`src/rtl/alu_6502_pkg.sv`:
```
// Shared types and constants for the 6502 ALU sequencer: opcode classes,
// ALU mode encodings, flag bit positions and the sequencer state type.
package alu_6502_pkg;

  typedef enum logic [3:0] {
    OP_ORA = 4'h0,
    OP_AND = 4'h1,
    OP_EOR = 4'h2,
    OP_ADC = 4'h3,
    OP_SBC = 4'h4,
    OP_CMP = 4'h5,
    OP_INC = 4'h6,
    OP_DEC = 4'h7,
    OP_ASL = 4'h8,
    OP_LSR = 4'h9,
    OP_ROL = 4'hA,
    OP_ROR = 4'hB
  } op_t;

  typedef logic [2:0] alu_mode_t;

  localparam alu_mode_t MODE_OR   = 3'b000;
  localparam alu_mode_t MODE_AND  = 3'b001;
  localparam alu_mode_t MODE_EOR  = 3'b010;
  localparam alu_mode_t MODE_ADD  = 3'b011;
  localparam alu_mode_t MODE_SHL  = 3'b100;
  localparam alu_mode_t MODE_SHR  = 3'b101;
  localparam alu_mode_t MODE_IDLE = 3'b110;

  localparam int FLAG_N = 3;
  localparam int FLAG_V = 2;
  localparam int FLAG_Z = 1;
  localparam int FLAG_C = 0;

  typedef enum logic [1:0] {
    S_IDLE = 2'd0,
    S_EXEC = 2'd1,
    S_RESP = 2'd2
  } state_t;

  // Encodings C-F have no ALU meaning and are answered as illegal.
  function automatic logic is_legal(input logic [3:0] op);
    return op <= 4'hB;
  endfunction

endpackage

```
`src/rtl/alu_flags_6502.sv`:
```
// Combinational N/V/Z/C derivation, per-opcode flag write mask and
// result-write decision for one ALU operation.
module alu_flags_6502
  import alu_6502_pkg::*;
(
  input  logic [3:0] op,
  input  logic [7:0] a,
  input  logic [7:0] b,
  input  logic [8:0] r,
  output logic [3:0] flags,
  output logic [3:0] flag_we,
  output logic       wr_result
);

  logic [3:0] raw;
  logic [3:0] mask;

  always_comb begin
    raw            = '0;
    raw[FLAG_N]    = r[7];
    raw[FLAG_V]    = (a[7] == b[7]) && (r[7] != a[7]);
    raw[FLAG_Z]    = (r[7:0] == 8'h00);
    raw[FLAG_C]    = r[8];

    mask      = '0;
    wr_result = 1'b1;
    case (op_t'(op))
      OP_ORA, OP_AND, OP_EOR, OP_INC, OP_DEC: begin
        mask[FLAG_N] = 1'b1;
        mask[FLAG_Z] = 1'b1;
      end
      OP_ADC, OP_SBC: begin
        mask = 4'b1111;
      end
      OP_CMP: begin
        mask[FLAG_N] = 1'b1;
        mask[FLAG_Z] = 1'b1;
        mask[FLAG_C] = 1'b1;
        wr_result    = 1'b0;
      end
      OP_ASL, OP_LSR, OP_ROL, OP_ROR: begin
        mask[FLAG_N] = 1'b1;
        mask[FLAG_Z] = 1'b1;
        mask[FLAG_C] = 1'b1;
      end
      default: begin
        wr_result = 1'b0;
      end
    endcase

    // Flags outside the write mask are forced low so consumers never see stale values.
    flags   = raw & mask;
    flag_we = mask;
  end

endmodule

```
`src/rtl/alu_sequencer_6502.sv`:
```
// Request/response sequencer around the combinational 6502 ALU: decodes the
// opcode class into ALU inputs, holds them EXEC_CYCLES, registers result and flags.
module alu_sequencer_6502
  import alu_6502_pkg::*;
#(
  parameter int EXEC_CYCLES = 1
) (
  input  logic       clk,
  input  logic       reset_n,
  input  logic       req_valid,
  output logic       req_ready,
  input  logic [3:0] req_op,
  input  logic [7:0] req_a,
  input  logic [7:0] req_m,
  input  logic       req_c,
  output logic [2:0] alu_mode,
  output logic [8:0] alu_a,
  output logic [8:0] alu_b,
  input  logic [8:0] alu_result,
  output logic       rsp_valid,
  input  logic       rsp_ready,
  output logic [7:0] rsp_data,
  output logic [3:0] rsp_flags,
  output logic [3:0] rsp_flag_we,
  output logic       rsp_wr_result,
  output logic       rsp_illegal
);

  localparam int CNT_W = (EXEC_CYCLES > 1) ? $clog2(EXEC_CYCLES) : 1;
  localparam logic [CNT_W-1:0] CNT_LAST = CNT_W'(EXEC_CYCLES - 1);

  state_t           state_q, state_d;
  logic [CNT_W-1:0] cnt_q;
  logic             last_exec;
  logic             accept_illegal;

  logic [3:0] op_p0;
  logic [7:0] a_p0;
  logic [7:0] m_p0;
  logic       c_p0;

  alu_mode_t  mode_x;
  logic [8:0] a_x;
  logic [8:0] b_x;
  logic [7:0] b_eff;
  logic       shift;

  logic [3:0] flags_x;
  logic [3:0] flag_we_x;
  logic       wr_result_x;

  logic [7:0] rsp_data_p1;
  logic [3:0] rsp_flags_p1;
  logic [3:0] rsp_flag_we_p1;
  logic       rsp_wr_result_p1;
  logic       rsp_illegal_p1;

  // ---- stage 0: request latch (data only, no reset needed)
  always_ff @(posedge clk) begin
    if (state_q == S_IDLE && req_valid) begin
      op_p0 <= req_op;
      a_p0  <= req_a;
      m_p0  <= req_m;
      c_p0  <= req_c;
    end
  end

  // Opcode to ALU mapping; b_eff is the operand the ALU actually sees (used for V).
  always_comb begin
    mode_x = MODE_IDLE;
    a_x    = {1'bx, a_p0};
    b_eff  = m_p0;
    shift  = 1'b0;
    case (op_t'(op_p0))
      OP_ORA: mode_x = MODE_OR;
      OP_AND: mode_x = MODE_AND;
      OP_EOR: mode_x = MODE_EOR;
      OP_ADC: begin
        mode_x = MODE_ADD;
        a_x    = {c_p0, a_p0};
      end
      OP_SBC: begin
        mode_x = MODE_ADD;
        a_x    = {c_p0, a_p0};
        b_eff  = ~m_p0;
      end
      OP_CMP: begin
        mode_x = MODE_ADD;
        a_x    = {1'b1, a_p0};
        b_eff  = ~m_p0;
      end
      OP_INC: begin
        mode_x = MODE_ADD;
        a_x    = {1'b0, a_p0};
        b_eff  = 8'h01;
      end
      OP_DEC: begin
        mode_x = MODE_ADD;
        a_x    = {1'b0, a_p0};
        b_eff  = 8'hFF;
      end
      OP_ASL, OP_LSR: begin
        mode_x = (op_p0 == OP_ASL) ? MODE_SHL : MODE_SHR;
        a_x    = {1'b0, a_p0};
        b_eff  = 8'h00;
        shift  = 1'b1;
      end
      OP_ROL, OP_ROR: begin
        mode_x = (op_p0 == OP_ROL) ? MODE_SHL : MODE_SHR;
        a_x    = {c_p0, a_p0};
        b_eff  = 8'h00;
        shift  = 1'b1;
      end
      default: mode_x = MODE_IDLE;
    endcase
    b_x = shift ? 9'bx : {1'bx, b_eff};
  end

  alu_flags_6502 u_flags (
    .op        (op_p0),
    .a         (a_p0),
    .b         (b_eff),
    .r         (alu_result),
    .flags     (flags_x),
    .flag_we   (flag_we_x),
    .wr_result (wr_result_x)
  );

  always_ff @(posedge clk or negedge reset_n) begin
    if (!reset_n) state_q <= S_IDLE;
    else          state_q <= state_d;
  end

  always_comb begin
    state_d        = state_q;
    req_ready      = 1'b0;
    rsp_valid      = 1'b0;
    alu_mode       = MODE_IDLE;
    alu_a          = 9'bx;
    alu_b          = 9'bx;
    last_exec      = 1'b0;
    accept_illegal = 1'b0;
    case (state_q)
      S_IDLE: begin
        req_ready = 1'b1;
        if (req_valid) begin
          if (is_legal(req_op)) begin
            state_d = S_EXEC;
          end else begin
            state_d        = S_RESP;
            accept_illegal = 1'b1;
          end
        end
      end
      S_EXEC: begin
        alu_mode = mode_x;
        alu_a    = a_x;
        alu_b    = b_x;
        if (cnt_q == CNT_LAST) begin
          last_exec = 1'b1;
          state_d   = S_RESP;
        end
      end
      S_RESP: begin
        rsp_valid = 1'b1;
        if (rsp_ready) state_d = S_IDLE;
      end
      default: state_d = S_IDLE;
    endcase
  end

  // ---- stage 1: captured result and flags, held through the response
  always_ff @(posedge clk or negedge reset_n) begin
    if (!reset_n) begin
      cnt_q            <= '0;
      rsp_data_p1      <= '0;
      rsp_flags_p1     <= '0;
      rsp_flag_we_p1   <= '0;
      rsp_wr_result_p1 <= 1'b0;
      rsp_illegal_p1   <= 1'b0;
    end else begin
      if (state_q == S_EXEC) begin
        cnt_q <= last_exec ? '0 : cnt_q + 1'b1;
      end
      if (last_exec) begin
        rsp_data_p1      <= alu_result[7:0];
        rsp_flags_p1     <= flags_x;
        rsp_flag_we_p1   <= flag_we_x;
        rsp_wr_result_p1 <= wr_result_x;
        rsp_illegal_p1   <= 1'b0;
      end else if (accept_illegal) begin
        rsp_data_p1      <= '0;
        rsp_flags_p1     <= '0;
        rsp_flag_we_p1   <= '0;
        rsp_wr_result_p1 <= 1'b0;
        rsp_illegal_p1   <= 1'b1;
      end
    end
  end

  assign rsp_data      = rsp_data_p1;
  assign rsp_flags     = rsp_flags_p1;
  assign rsp_flag_we   = rsp_flag_we_p1;
  assign rsp_wr_result = rsp_wr_result_p1;
  assign rsp_illegal   = rsp_illegal_p1;

endmodule

```
`config.mk`:
```
export PLATFORM = sky130hd
export DESIGN_NAME = alu_sequencer_6502
export DESIGN_NICKNAME = d
export VERILOG_FILES = /design/src/rtl/alu_6502_pkg.sv /design/src/rtl/alu_flags_6502.sv /design/src/rtl/alu_sequencer_6502.sv
export SDC_FILE = /design/constraint.sdc
export NUM_CORES = 1
export LEC_CHECK = 0
export CORE_ASPECT_RATIO = 1.1
export CORE_MARGIN = 2
export CORE_UTILIZATION = 40
export DETAILED_ROUTE_END_ITERATION = 8
export HOLD_SLACK_MARGIN = 0.06
export PLACE_DENSITY = 0.75
export REMOVE_ABC_BUFFERS = 1
export SYNTH_ARGS = -nofsm -noshare
export SYNTH_HDL_FRONTEND = slang
export SYNTH_HIERARCHICAL = 1
export SYNTH_SLANG_ARGS = --single-unit
```
`constraint.sdc`:
```
create_clock -name clk -period 4.3 [get_ports clk]
set_clock_uncertainty 0.1 [all_clocks]
set_input_delay 0.86 -clock clk [delete_from_list [all_inputs] [get_ports clk]]
set_output_delay 0.86 -clock clk [all_outputs]
set_load 0.01 [all_outputs]
```
==> results of run 1 <==
-- through the flow --
stage | area (µm²) | hold WS, ns | utilization [%] | total power, mW
2_1_floorplan | 1830 | 0.393 | - | 0.846
3_5_place_dp | 2630 | 0.388 | 57.3 | 1.17
6_report | 2730 | 0.399 | 59.5 | 1.43
4_1_cts | 2730 | 0.406 | 59.5 | 1.45
3_3_place_gp | 2630 | 0.382 | 57.3 | 1.16
5_1_grt | 2730 | 0.416 | 59.5 | 1.51
-- kinds of logic (layout without fill, tap and decap cells) --
logic type / Yosys count / count (layout)
other: 1 / 1
AND/OR/NAND/NOR: 39 / 39
buffers and inverters: 20 / 93
adder cells (fa/ha/maj): 4 / 4
flip-flops: 42 / 42
AO/OA/AOI/OAI: 49 / 49
-- how the worst max path moves through the flow --
stage	endpoint	slack (ns)	from	cells past startpoint
floorplan	alu_a[8]	1.87	op_p0[3]$_DFFE_PP_	5
global placement	alu_b[7]	1.23	op_p0[2]$_DFFE_PP_	6
detailed placement	alu_b[7]	1.13	op_p0[2]$_DFFE_PP_	6
CTS	alu_b[7]	0.80	op_p0[2]$_DFFE_PP_	6
global route	alu_b[7]	0.66	op_p0[2]$_DFFE_PP_	6
finish	alu_b[7]	0.81	op_p0[2]$_DFFE_PP_	6
-- per-layer routing --
metal	part of all wire (%)	GRT usage, %	up-vias
met5	0	0	-
met4	1.5	5.29	0
met3	3.4	3.44	7
met2	50	25.6	30
met1	45	22.0	684
li1	-	-	707
-- where the power goes --
part | internal [mW] | switching (mW)
Sequential | 0.540 | 0.0730
Combinational | 0.314 | 0.225
Clock | 0.148 | 0.126
-- registers in the layout (all words and copies together) (netlist names) --
register and cells:
a_p0 8, state_q 2, c_p0 1, op_p0 4, rsp_data 8, cnt_q 1
rsp_flag_we 4, rsp_wr_result 1, rsp_illegal 1, m_p0 8, rsp_flags 4
-- synthesized netlist by cell type --
library cell | count | share of area, %
or4bb_1 | 1 | 0.60
nor4_1 | 2 | 0.66
edfxtp_1 | 21 | 33
o21ai_0 | 18 | 4.8
or4b_1 | 1 | 0.53
a211oi_1 | 1 | 0.40
a22o_2 | 7 | 3.7
a22o_1 | 10 | 4.6
inv_1 | 12 | 2.4
clkbuf_1 | 3 | 0.60
nand4b_1 | 1 | 0.46
o31ai_1 | 1 | 0.40
nand2b_1 | 3 | 0.99
buf_4 | 3 | 1.2
and2_1 | 4 | 1.3
nand3_1 | 1 | 0.26
buf_6 | 1 | 0.60
or3_1 | 1 | 0.33
a21oi_1 | 5 | 1.3
and2_0 | 1 | 0.33
nand3b_1 | 1 | 0.40
or2b_1 | 2 | 0.79
and2b_1 | 2 | 0.79
buf_8 | 1 | 0.79
o22ai_1 | 1 | 0.33
nand2_1 | 6 | 1.2
a22oi_1 | 1 | 0.40
dfrtp_1 | 21 | 28
o2bb2ai_1 | 1 | 0.46
a21o_1 | 1 | 0.40
nor2_1 | 9 | 1.8
o211ai_1 | 1 | 0.40
o32ai_1 | 1 | 0.46
conb_1 | 1 | 0.20
nor2_2 | 1 | 0.33
a2111o_1 | 1 | 0.60
or3b_2 | 2 | 0.93
ha_1 | 4 | 2.7
and3_1 | 1 | 0.33
-- final cells by class --
class	count	area [µm²]	area share, %
Inverter	12	45.0	1.65
Multi-Input combinational cell	93	627	23.0
Clock inverter	1	3.75	0.137
Timing Repair Buffer	73	731	26.8
Clock buffer	7	97.6	3.57
Sequential cell	42	1160	42.3
Tap cell	56	70.1	2.57
-- critical path: stages (launching register included) --
cell             delay (ns)
edfxtp_1               0.56
inv_1                  0.11
ha_1                   0.45
and2_1                 0.27
o21ai_0                0.11
o21ai_0                0.14
clkdlybuf4s50_1        0.61
==> impl_summary.md, run 1 <==
Placed design
The quantity of I/O buffers inserted on ports is 73. Once placement completed, the tool counted placed cells totaling 276. Summed over all nets, the half-perimeter wirelength after detailed placement is 3010 µm. The last weighted congestion value of the routability-driven placer is 0.757. Timing analysis after detailed placement gives a worst setup slack of 1.13 ns.

CTS
The maximum level of the CTS H-tree is 2. The longest clock path from root to sink contains 2 buffers. The number of setup buffers added after CTS is 0. The clock root buffer is clkbuf_8. The clock-pin slew on the worst setup and hold paths is 0.07 ns. The total of hold buffers inserted after clock tree synthesis is 0. TritonCTS built the clock tree. CTS saw 42 sinks. Clock latency on the worst-skew pair, taken at its later pin, is 0.29 ns.

The post-cts resize count is 0. The number of buffers added by the clock tree synthesis step is 5.

Setup path
Counting cells, the worst reg-to-reg path comes to 8. The capture point of the worst reg-to-reg path is rsp_flags[2]$_DFFE_PN0P_. Of all nets on the critical path, the largest fanout is 13. The source of the worst register-to-register timing path is op_p0[2]$_DFFE_PP_. The worst register-to-register path has a setup slack of 1.69 ns. The element type at the critical path start is a flop. The critical path required time is 3.34 ns.

Data arrives at the worst endpoint at 2.53 ns. The endpoint class of the critical path is an output port. The worst setup path category is reg2out.

Routing
The total via count after detailed routing is 1,428. The routed length per placed instance is 14.3 µm. After detailed routing, the number of remaining DRC violations is 0. The detailed router finished its first iteration with 72 violations. The detail route stage leaves a number of antenna-violating nets equal to 0. The via count normalized by instance count is 5.03. The number of search-and-repair iterations in the first detailed-routing pass is 4.

The routed design has 4070 µm of wire.

Logic synthesis
Summing the areas of all and, or, nand and nor instances in the mapped netlist gives 12.1% of the synthesized area. In the synthesized netlist, mux cells make up 0% of the area. The xor-xnor portion of the synthesized cell area is 0%. Synthesis instantiated 39 different standard cells from the library. The share of synthesized area occupied by flip-flops and latches is 61.2%. Synthesis inferred 42 register bits. After synthesis, the largest family of logic cells by area is compound AO/OA/AOI/OAI gates. Yosys printed 6 warnings. Each instance of the synthesized netlist takes up on average 12.2 µm². The instance count of the mapped netlist is 155. The synthesized-area fraction occupied by ao, oa, aoi and oai cells is 18.3%. Summing the areas of all fa, ha and maj instances in the mapped netlist gives 2.65% of the synthesized area. The combined area of all synthesized cells is 1890 µm².

Global route
The largest net degree at the start of global routing is 22. The first global-routing pass estimated 6650 µm of wire. The final global-route overflow total is 0. The initial antenna violation count is 0. The via count of the first global-routing pass came to 1,346. In the global route stage, overall resource usage came out at 16.1%.

Die
The floorplan step defined a die boundary enclosing 5290 µm². For this design the top-level I/O count stands at 75. The height of the die is 76.1 µm. The number of rows created at floorplan is 26. The width of the die is 69.5 µm. The floorplan step defined a core boundary enclosing 4590 µm². The initial standard-cell utilization of the core is 41.2%.

Power and ir drop
In this run the static leakage power is 1.11 nW. IR analysis of the VDD net gives a maximum drop of 0.000258 V. The power density over the cells is 522 nW/µm².

STA
The smallest setup slack after layout is 0.806 ns. The worst path in the final design needs a cycle of 3.49 ns, including I/O delays and setup. Setup repair after global routing left no endpoint under its margin. Based on the critical path, the design can be clocked at up to 286 MHz. The number of setup violations in the final report is 0. The tightest slew margin relative to the limit is 38.6%.

The final worst-path cycle share is 81.3%. The transition time at the pin with the least slew margin is 0.921 ns. The number of max-slew violations in the final report is 0. The count of endpoints failing hold in the final timing report is 0.

The final sum of negative setup slack is 0 ns.

Layout
After the flow finishes, the layout carries non-filler instances totaling 284. In the final layout, the share of cells above drive strength 1 is 7.02%. The filler cells instantiated in the layout total 399.

The library cells used most frequently in the layout, excluding fill and tap cells, are clkdlybuf4s50_1 (73), edfxtp_1 (21), dfrtp_1 (21). The leading cell type in the layout, fill and taps excluded is clkdlybuf4s50_1. From synthesis to final layout, the design area changed by 44.6%.

0 antenna diodes ended up in the layout. For this run, the post-layout net count is 265.

Min path
The class of the worst hold path is reg2reg. The path with the worst hold slack has its endpoint at rsp_data[7]$_DFFE_PN0P_. The startpoint identified for the worst hold timing path is rsp_data[7]$_DFFE_PN0P_. Along the worst hold path, the cell count comes to 1.

Flow run
The number of violations of the max-capacitance limit is 0.

Run status
The flow ran to the end, and the final reports show no timing, DRC or antenna violations.
Power figures use the tool's default switching activity.
==> run 2, diff against run 1 <==
--- a/config.mk
+++ b/config.mk
@@ -7,10 +7,10 @@
 export LEC_CHECK = 0
 export CORE_ASPECT_RATIO = 1.1
 export CORE_MARGIN = 2
-export CORE_UTILIZATION = 40
+export CORE_UTILIZATION = 39
 export DETAILED_ROUTE_END_ITERATION = 8
 export HOLD_SLACK_MARGIN = 0.06
-export PLACE_DENSITY = 0.75
+export PLACE_DENSITY = 0.76
 export REMOVE_ABC_BUFFERS = 1
 export SYNTH_ARGS = -nofsm -noshare
 export SYNTH_HDL_FRONTEND = slang
==> constraint.sdc (replaced) <==
create_clock -name clk -period 2.85 [get_ports clk]
set_clock_uncertainty 0.1 [all_clocks]
set_input_delay 0.57 -clock clk [delete_from_list [all_inputs] [get_ports clk]]
set_output_delay 0.57 -clock clk [all_outputs]
set_load 0.01 [all_outputs]
==> impl_summary.md, run 2 (synthesis gave the netlist of run 1 again) <==
Setup path
The element type at the critical path start is a flop. The worst setup path startpoint is op_p0[2]$_DFFE_PP_. The startpoint identified for the worst register-to-register timing path is op_p0[2]$_DFFE_PP_. The endpoint class of the critical path is an output port. The worst setup path is of the reg2out kind. Data on the critical path is required at its endpoint by 2.18 ns. In this run the worst path has a maximum fanout of 11. STA puts the critical path data arrival time at 2.00 ns.

Layout
After routing the design area is 2820 µm². The number of fill cells is 382. The leading cell type in the layout, fill and taps excluded is clkdlybuf4s50_1. The top cell types in the final layout, fill and taps aside, are clkdlybuf4s50_1 (65), edfxtp_1 (21), dfrtp_1 (21). After the flow finishes, the layout carries non-filler instances totaling 289. The area growth from synthesis to final layout is 49.6%. The share of final-layout standard cells stronger than drive strength 1 is 11.2%. The sequential cells in the finished layout cover a total of 1160 µm².

The net count of the finished layout is 270. The total inserted antenna cells is 0. The fraction of the core area covered by cells at the end of the flow is 60.7%. The footprint of the multi-input gates is 634 µm².

Power and ir drop
The analysis attributes to cell leakage a power of 1.23 nW. The peak ir drop on the vdd network is 0.000426 V. For this design the ratio of total power to cell area is 811 nW/µm². Overall power consumption after layout is estimated at 2.29 mW.

Global route
Summed over all layers, the global routing overflow is 0. The initial antenna violation count is 0. The largest net degree at the start of global routing is 22. The first global-routing pass estimated 6660 µm of wire.

The overall global routing resource usage is 15.9%. The via count of the first global-routing pass is 1,373.

Routing
The wire length after detailed routing is 4230 µm. Dividing the detail-routed via count by the number of cells gives 4.98. The final route contains 1,438 vias.

The total DRC errors in the routed layout is 0. The number of nets with antenna violations after detailed routing is 0. The routed length per placed instance is 14.6 µm.

The starting DRC count in detailed routing is 83. The first detailed-routing pass took 4 iterations.

CTS
The post-CTS setup buffer count is 0. The clock-pin slew on the worst setup and hold paths is 0.08 ns. The tree is rooted in a clkbuf_8. The H-tree generated during clock tree synthesis spans 2 levels.

In this run, CTS created clock tree buffers numbering 5. The later pin in the worst-skew pair is clocked with a latency of 0.30 ns. TritonCTS built the clock tree. The maximum buffer depth of the clock tree is 2. The number of sinks handled by clock tree synthesis is 42.

Placed design
Summed over all nets, the half-perimeter wirelength after detailed placement is 3100 µm. The number of placed instances with taps included is 281. The worst setup slack before clock tree synthesis is 0.259 ns. Once placement finished, the instance area stood at 2670 µm². Routability-driven placement finished with a final weighted congestion of 0.762. The quantity of I/O buffers inserted on ports is 73.

Die
The die covers 5410 µm². 75 I/O pins were placed. The area of the core is 4650 µm². Once the floorplan was initialized, standard cells occupied 40.6% of the core. In this run the vertical extent of the chip is 77.0 µm. Row generation in the floorplan step produced 26 rows. The die is 70.3 µm wide.

STA
The smallest setup slack after layout is 0.183 ns. Setup repair after global routing left no endpoint under its margin. Dividing the final minimum period by the clock period gives 93.6%. The count of endpoints failing hold in the final timing report is 0. Static timing analysis puts the maximum clock frequency at 375 MHz. The worst path needs 2.67 ns of the cycle, external delays included.

Hold is met by 0.407 ns. The number of max-slew violations in the final report was 0. Setup violations remaining at the end of the flow were counted as 0. The transition time at the pin with the least slew margin is 0.724 ns. The tightest slew margin relative to the limit is 51.7%. The final sum of negative setup slack is 0 ns.

Run status
The flow ran to the end, and the final reports show no timing, DRC or antenna violations.

Min path
The worst hold path belongs to the class reg2reg. The startpoint identified for the worst hold timing path is rsp_wr_result$_DFFE_PN0P_.

Flow run
Across the run, the number of max-cap violations was 0.
[run 2: changes by cell type in the layout (fill, tap and decap cells not counted), sizes merged]
cell,previous run,this run
clkdlybuf4s50,73,65
clkinv,1,0
dlygate4sd2,0,2
dlymetal6s2s,0,6
bufinv,0,1
buf,0,5
[run 2: routing by layer]
| metal | global-route usage (%) | vias to the layer above | share of wire [%] |
|---|---|---|---|
| li1 | - | 718 | - |
| met4 | 7.31 | 0 | 2.3 |
| met2 | 25.2 | 35 | 50 |
| met5 | 0 | - | 0 |
| met3 | 3.29 | 8 | 3.4 |
| met1 | 20.8 | 677 | 44 |
[run 2: area by class of cell]
type                            instances  share of cell area [%]
Sequential cell                        42                    40.9
Timing Repair Buffer                   78                    27.6
Multi-Input combinational cell         93                    22.5
Clock buffer                            7                    3.81
Tap cell                               56                    2.48
Inverter                               12                    1.60
Clock inverter                          1                    1.06
[run 2: what timing repair did]
action | 4_1_cts | 5_1_grt
hold buffers | 0 | 0
resized for setup | 5 | 6
endpoints found under the setup margin | 8 | 6
[run 2: report_power, final]
part / internal [mW] / switching [mW] / leakage [nW]
logic: 0.478 / 0.357 / 0.693
registers: 0.814 / 0.102 / 0.470
clock network: 0.338 / 0.201 / 0.0696
[run 2: path summary, 6_finish.rpt]
check,to,slack (ns),cells past startpoint
worst max register to register,rsp_flags[2]$_DFFE_PN0P_,0.48,8
worst min-delay path,rsp_wr_result$_DFFE_PN0P_,0.41,1
worst max-delay path,alu_mode[1],0.18,4
min in group asynchronous,rsp_data[7]$_DFFE_PN0P_,0.50,2
worst min register to register,rsp_wr_result$_DFFE_PN0P_,0.41,1
max in group asynchronous,rsp_data[6]$_DFFE_PN0P_,1.93,2
[run 2: critical path, cell delays in order, from the launching register on]
cell,delay (ns)
edfxtp_1,0.43
buf_4,0.19
ha_1,0.21
a2111o_1,0.38
clkdlybuf4s50_1,0.48
